==> config.mk <==
export PLATFORM = sky130hd
export DESIGN_NAME = register_rename_fl
export DESIGN_NICKNAME = d
export VERILOG_FILES = /design/src/rtl/register_rename_fl.sv
export SDC_FILE = /design/constraint.sdc
export NUM_CORES = 2
export LEC_CHECK = 0
export ABC_AREA = 1
export ABC_CLOCK_PERIOD_IN_PS = 3400
export CAP_MARGIN = 25
export CORE_UTILIZATION = 40
export DETAILED_ROUTE_END_ITERATION = 7
export SETUP_SLACK_MARGIN = 0.1
export SYNTH_ARGS = -nofsm -noshare
export SYNTH_HDL_FRONTEND = slang
export SYNTH_SLANG_ARGS = --single-unit
==> constraint.sdc <==
create_clock -name clk -period 3.4 [get_ports clk]
set_clock_uncertainty 0.2 [all_clocks]
set_input_delay 0.51 -clock clk [delete_from_list [all_inputs] [get_ports clk]]
set_output_delay 0.51 -clock clk [all_outputs]
set_load 0.01 [all_outputs]
==> src/rtl/register_rename_fl.sv <==
// Rename stage: speculative and committed RATs over a circular free list, with
// single-cycle flush recovery from the committed state.
package register_rename_fl_pkg;
    localparam int unsigned NUM_ARCH_REGS = 32;
    localparam int unsigned NUM_PHYS_REGS = 128;
    localparam int unsigned AREG_W        = $clog2(NUM_ARCH_REGS);
    localparam int unsigned PTR_W         = $clog2(NUM_PHYS_REGS);
    localparam int unsigned OPC_W         = 7;
    localparam int unsigned IMM_W         = 32;

    typedef struct packed {
        logic [OPC_W-1:0]  opcode;
        logic [AREG_W-1:0] rd;
        logic [AREG_W-1:0] rs1;
        logic [AREG_W-1:0] rs2;
        logic [IMM_W-1:0]  imm;
    } instruction_decoded_t;

    typedef struct packed {
        logic [OPC_W-1:0] opcode;
        logic [PTR_W-1:0] rd;
        logic [PTR_W-1:0] rs1;
        logic [PTR_W-1:0] rs2;
        logic [IMM_W-1:0] imm;
    } instruction_renamed_t;
endpackage

module register_rename_fl #(
    parameter int unsigned ARCH_REGS = register_rename_fl_pkg::NUM_ARCH_REGS,
    parameter int unsigned PHYS_REGS = register_rename_fl_pkg::NUM_PHYS_REGS,
    localparam int unsigned PTR_W    = $clog2(PHYS_REGS),
    localparam int unsigned AREG_W   = $clog2(ARCH_REGS),
    localparam int unsigned FL_DEPTH = PHYS_REGS - ARCH_REGS,
    localparam int unsigned CNT_W    = $clog2(FL_DEPTH + 1)
) (
    input  logic                                         clk,
    input  logic                                         reset,
    input  register_rename_fl_pkg::instruction_decoded_t instruction_i,
    input  logic                                         valid_i,
    output logic                                         ready_i,
    output register_rename_fl_pkg::instruction_renamed_t instruction_o,
    output logic [PTR_W-1:0]                             prd_old_o,
    output logic                                         valid_o,
    input  logic                                         ready_o,
    input  logic                                         commit_valid_i,
    input  logic [AREG_W-1:0]                            commit_rd_i,
    input  logic [PTR_W-1:0]                             commit_prd_i,
    input  logic [PTR_W-1:0]                             commit_prd_old_i,
    input  logic                                         flush_i,
    output logic [CNT_W-1:0]                             free_count_o
);
    localparam int unsigned IDX_W = $clog2(FL_DEPTH);

    // Free-list pointer: index modulo FL_DEPTH plus a lap bit to tell full from empty.
    typedef struct packed {
        logic             wrap;
        logic [IDX_W-1:0] idx;
    } fl_ptr_t;

    function automatic fl_ptr_t ptr_inc(input fl_ptr_t p);
        fl_ptr_t r;
        if (32'(p.idx) == FL_DEPTH - 1) begin
            r.idx  = '0;
            r.wrap = ~p.wrap;
        end else begin
            r.idx  = p.idx + IDX_W'(1);
            r.wrap = p.wrap;
        end
        return r;
    endfunction

    function automatic logic [CNT_W-1:0] occupancy(input fl_ptr_t t, input fl_ptr_t h);
        if (t.wrap == h.wrap) return CNT_W'(32'(t.idx) - 32'(h.idx));
        return CNT_W'(FL_DEPTH + 32'(t.idx) - 32'(h.idx));
    endfunction

    fl_ptr_t head, tail, commit_head;
    fl_ptr_t head_nxt, tail_nxt, commit_head_nxt;
    logic    fire, has_rd, alloc, commit;

    logic [PTR_W-1:0] spec_rat   [ARCH_REGS];
    logic [PTR_W-1:0] commit_rat [ARCH_REGS];
    logic [PTR_W-1:0] free_list  [FL_DEPTH];

    register_rename_fl_pkg::instruction_renamed_t renamed;
    logic [PTR_W-1:0]                             prd_old_nxt;

    // Upstream accepts only when the output slot drains and a free register is guaranteed.
    assign ready_i = (~valid_o | ready_o) & ~flush_i & (free_count_o != '0);
    assign fire    = valid_i & ready_i;
    assign has_rd  = instruction_i.rd != '0;
    assign alloc   = fire & has_rd;
    assign commit  = commit_valid_i & (commit_rd_i != '0);

    always_comb begin
        head_nxt        = alloc  ? ptr_inc(head)        : head;
        tail_nxt        = commit ? ptr_inc(tail)        : tail;
        commit_head_nxt = commit ? ptr_inc(commit_head) : commit_head;
        if (flush_i) head_nxt = commit_head_nxt;
    end

    // Sources read the RAT before this instruction's own destination update.
    always_comb begin
        renamed        = '0;
        renamed.opcode = instruction_i.opcode;
        renamed.imm    = instruction_i.imm;
        renamed.rs1    = spec_rat[instruction_i.rs1];
        renamed.rs2    = spec_rat[instruction_i.rs2];
        prd_old_nxt    = '0;
        if (has_rd) begin
            renamed.rd  = free_list[head.idx];
            prd_old_nxt = spec_rat[instruction_i.rd];
        end
    end

    for (genvar g = 0; g < ARCH_REGS; g++) begin : g_rat
        logic [PTR_W-1:0] spec_q, commit_q;

        always_ff @(posedge clk) begin
            if (reset) begin
                spec_q   <= PTR_W'(g);
                commit_q <= PTR_W'(g);
            end else begin
                if (commit && commit_rd_i == AREG_W'(g)) commit_q <= commit_prd_i;
                // Flush restores from the committed view, folding in a same-cycle commit.
                if (flush_i)
                    spec_q <= (commit && commit_rd_i == AREG_W'(g)) ? commit_prd_i : commit_q;
                else if (alloc && instruction_i.rd == AREG_W'(g))
                    spec_q <= free_list[head.idx];
            end
        end

        assign spec_rat[g]   = spec_q;
        assign commit_rat[g] = commit_q;
    end

    for (genvar g = 0; g < FL_DEPTH; g++) begin : g_fl
        logic [PTR_W-1:0] entry_q;

        always_ff @(posedge clk) begin
            if (reset) entry_q <= PTR_W'(ARCH_REGS + g);
            else if (commit && tail.idx == IDX_W'(g)) entry_q <= commit_prd_old_i;
        end

        assign free_list[g] = entry_q;
    end

    always_ff @(posedge clk) begin
        if (reset) begin
            head          <= '0;
            commit_head   <= '0;
            tail          <= '{wrap: 1'b1, idx: '0};
            free_count_o  <= CNT_W'(FL_DEPTH);
            valid_o       <= 1'b0;
            instruction_o <= '0;
            prd_old_o     <= '0;
        end else begin
            head         <= head_nxt;
            tail         <= tail_nxt;
            commit_head  <= commit_head_nxt;
            free_count_o <= occupancy(tail_nxt, head_nxt);
            if (flush_i) begin
                valid_o <= 1'b0;
            end else if (fire) begin
                valid_o       <= 1'b1;
                instruction_o <= renamed;
                prd_old_o     <= prd_old_nxt;
            end else if (ready_o) begin
                valid_o <= 1'b0;
            end
        end
    end
endmodule

==> key figures <==
Synthesis
  – Avg Cell Area, Syn: 6.938 um2
  – Leading area contributor after synthesis: dfxtp_1
  – Syn_nets: 8349
  – Ranking of synthesized cells by area: dfxtp_1 43%, nand2_1 11%, a21oi_1 7.7%
  – Seq/Total Area, Yosys: 0.4266
  – Top-area cell type share of the netlist area: 0.4266
  – Synth warn: 0
  – Post-synth cell types: 43
  – Mapped Cells: 8246
  – Post-synth top flop: dfxtp_1
  – Synthesized cell area: 0.05721 mm2
  – Seq cells post-synth: 1219
  – Post-synth EDFFs: 0
  – Post-synth ARST share: 0

Layout
  – Post-layout net count: 8528
  – Proportion of layout cells with a drive suffix above 1: 0.09947
  – # fillers: 14180
  – Core Util, Final: 0.4846
  – Non-filler cells, final: 10430
  – Layout area overhead: 20.07%
  – Area occupied by multi-input gates: 0.02755 mm2
  – Fin area: 0.06869 mm2
  – Register area: 0.02442 mm2

STA
  – Worst Max-Slew Pin Slew: 1.030 ns
  – RSZ-0062 raised after global routing: true
  – Final setup violation count: 0
  – Count of final hold-check violations: 0
  – Peak Freq: 302.0 MHz
  – Max_slew headroom: 0.3131
  – Final min period: 3.311 ns
  – Fin. max-slew vios: 0
  – Ratio of final minimum period to clock period: 0.9738
  – Final setup margin: 0.08913 ns

Critical path
  – Data arrival, critical path: 3.75 ns
  – CP Capture Type: register
  – Startpoint types: input pin
  – Crit path max fanout: 3
  – Worst endpoint required time: 3.84 ns
  – Setup CP Type: input pin to register

Power
  – Power share of the combinational group: 0.131
  – Peak supply drop: 0.0004352 V
  – Power, Total: 34670 uW
  – Internal: 24910 uW
  – Clock Power Share: 0.445
  – Part of the power in registers: 0.424
  – PD cells: 504.7 mW/mm2
  – Leakage: 0.02944 uW
  – Switching pwr: 9758 uW
  – Net Sw Frac: 0.2815

Clock network
  – Clk root buf: clkbuf_16
  – Clock tree from TritonCTS: yes
  – Worst-path clk slew: 0.06 ns
  – Clock Tree Buf Depth: 3
  – H-tree Lvls: 4
  – TritonCTS buffer count: 139
  – Clock latency at the later pin of the worst-skew pair: 0.79 ns
  – Clock Sinks: 1219

Routing
  – Final wirelength: 226.2 mm
  – Met2 routed WL: 103.2 mm
  – Wire length per cell: 21.70 um
  – Remaining antenna violation count: 0
  – Vias post-DR: 59130
  – Met3 wire len: 18.14 mm
  – Met1 wire length: 93.63 mm
  – Top Layer Used: met4
  – First-pass iteration count of the detailed router: 6
  – # DRC: 0
  – Initial drt markers: 6891
  – Average via count per standard cell: 5.671

GRT
  – Grt ovf: 0
  – Gr usage total: 0.2985
  – Initial antenna violation count: 0
  – Number of global-route vias before repair: 54450
  – Largest net degree at the start of global routing: 176
  – First-pass GRT wire length: 337.4 mm

Placed design
  – Dpl ws: -0.8138 ns
  – I/O Buffers: 154
  – Placed cell areas: 0.06359 mm2
  – Hpwl dp: 145.8 mm
  – RePlAce Congestion: 0.9971
  – Placed insts: 10160

Run status
  – Status: completed

Floorplanning
  – Die W: 380.2 um
  – Starting Density: 0.4036
  – Die height: 380.2 um
  – Num rows: 138
  – I/O Pins: 155
  – Die ar.: 0.1445 mm2
  – Core area: 0.1418 mm2

Job
  – Number of max-cap violations: 0

Hold path
  – Worst hold path class: input pin to register
==> cell families (layout without fill, tap and decap cells) <==
family                     count (synthesis)  in the layout  share of synthesized area
AOI/OAI and AO/OA                       2490           2490                     0.2477
muxes                                      1              1                  0.0001750
xor gates and xnor gates                  14             14                   0.002143
and+or+nand+nor                         3142           3142                     0.2228
DFF                                     1219           1219                     0.4266
other                                      0              1                          0
adders and majority gates                 24             24                   0.006036
buffers and inverters                   1356           1645                    0.09452
==> placed cells by master, fill, tap and decap left out, types with 33 or more instances in the layout <==
| cell | synthesis | layout |
|---|---|---|
| nand2_1 | 1714 | 1704 |
| nor2_1 | 704 | 695 |
| buf_4 | 29 | 432 |
| clkdlybuf4s50_1 | 0 | 144 |
| o21ai_0 | 821 | 819 |
| o22ai_1 | 216 | 216 |
| nand3_1 | 650 | 647 |
| buf_12 | 0 | 90 |
| a21oi_1 | 877 | 873 |
| dfxtp_1 | 1219 | 1213 |
| nor3_1 | 47 | 45 |
| inv_1 | 668 | 655 |
| a22oi_1 | 37 | 37 |
| clkbuf_8 | 0 | 33 |
| clkbuf_16 | 0 | 148 |
| o211ai_1 | 437 | 437 |
==> power groups by stage <==
| stage | Sequential [uW] | Combinational, uW | Clock (uW) |
|---|---|---|---|
| floorplan | 15000 | 2260 | 0 |
| CTS | 14700 | 4330 | 15600 |
| global placement | 15000 | 4290 | 0 |
| global route | 14700 | 4760 | 16200 |
| detailed placement | 15000 | 4290 | 0 |
| finish | 14700 | 4540 | 15400 |
==> cells in the mapped netlist, types with 2 or more instances <==
master / count
nand2_1: 1714
dfxtp_1: 1219
a21oi_1: 877
o21ai_0: 821
nor2_1: 704
inv_1: 668
nand3_1: 650
clkbuf_1: 456
o211ai_1: 437
o22ai_1: 216
buf_2: 125
nor3_1: 47
buf_1: 40
a22oi_1: 37
buf_4: 29
ha_1: 18
o21bai_1: 18
inv_2: 17
o221ai_1: 17
a221oi_1: 15
a211oi_1: 14
clkinv_1: 14
o21ai_1: 13
a31oi_1: 11
nand4_1: 11
o31ai_1: 8
xor2_1: 8
buf_6: 7
fa_1: 6
nand2_2: 6
xnor2_1: 6
nand3b_1: 3
or2_2: 3
o21a_1: 2
==> layout make-up <==
type | count | share of cell area
Antenna cell | 1 | 0.00003643
Clock buffer | 206 | 0.05973
Clock inverter | 45 | 0.007942
Inverter | 699 | 0.03893
Multi-Input combinational cell | 5671 | 0.4011
Sequential cell | 1219 | 0.3555
Tap cell | 1890 | 0.03443
Timing Repair Buffer | 695 | 0.1024
==> critical path, stage by stage <==
cell and delay, ns:
clkdlybuf4s50_1 0.62, inv_12 0.04, a21oi_4 0.17, nand3_2 0.12, nor2_4 0.13, nand2_2 0.06
xor2_1 0.14, nand2_1 0.08, nand2_2 0.09, inv_2 0.06, ha_4 0.16, fa_1 0.53
a21oi_2 0.17, nand2_2 0.08, a21oi_2 0.12, nor2_1 0.05, nor2_1 0.11, xnor2_1 0.15
nand3b_1 0.13, nand2_1 0.07, nand2_1 0.07, nand3_1 0.06
==> worst paths after layout <==
check,depth (start not counted),start,to,slack [ns]
worst max-delay path,22,ready_o,free_count_o[6],0.09
worst min register to register,2,g_rat[0].commit_q[6],g_rat[0].commit_q[6],0.22
worst max register to register,21,free_count_o[5],free_count_o[6],0.11
worst min-delay path,3,instruction_i[10],instruction_o[10],0.08
==> through the flow <==
| stage | TNS, ns | hold WS (ns) |
|---|---|---|
| floorplan | 0 | 0.1999 |
| global placement | -3.314 | 0.2066 |
| detailed placement | -3.147 | 0.2113 |
| CTS | 0 | 0.03299 |
| global route | -0.09724 | 0.05911 |
| finish | 0 | 0.08151 |
==> per-layer routing <==
| layer | global-route usage | vias to the layer above |
|---|---|---|
| li1 | - | 28110 |
| met1 | 0.3907 | 27790 |
| met2 | 0.4817 | 2674 |
| met3 | 0.04357 | 553 |
| met4 | 0.1425 | 0 |
| met5 | 0 | - |
==> state kept, by name, summed over array words and instances, names as in the netlist <==
register,cells
g_fl.entry_q,672
g_rat.commit_q,224
g_rat.spec_q,224
instruction_o,60
commit_head,8
head,8
tail,8
free_count_o,7
prd_old_o,7
valid_o,1
==> repair_timing <==
item                                    4_1_cts  5_1_grt
pin swaps                                    15       10
buffers inserted                              4        6
endpoints found under the hold margin        56        0
cloned                                        0        7
endpoints found under the setup margin        5       44
resized for setup                            10       34
hold buffers                                  1        0
No activity file was read; power rests on OpenSTA's default activity.
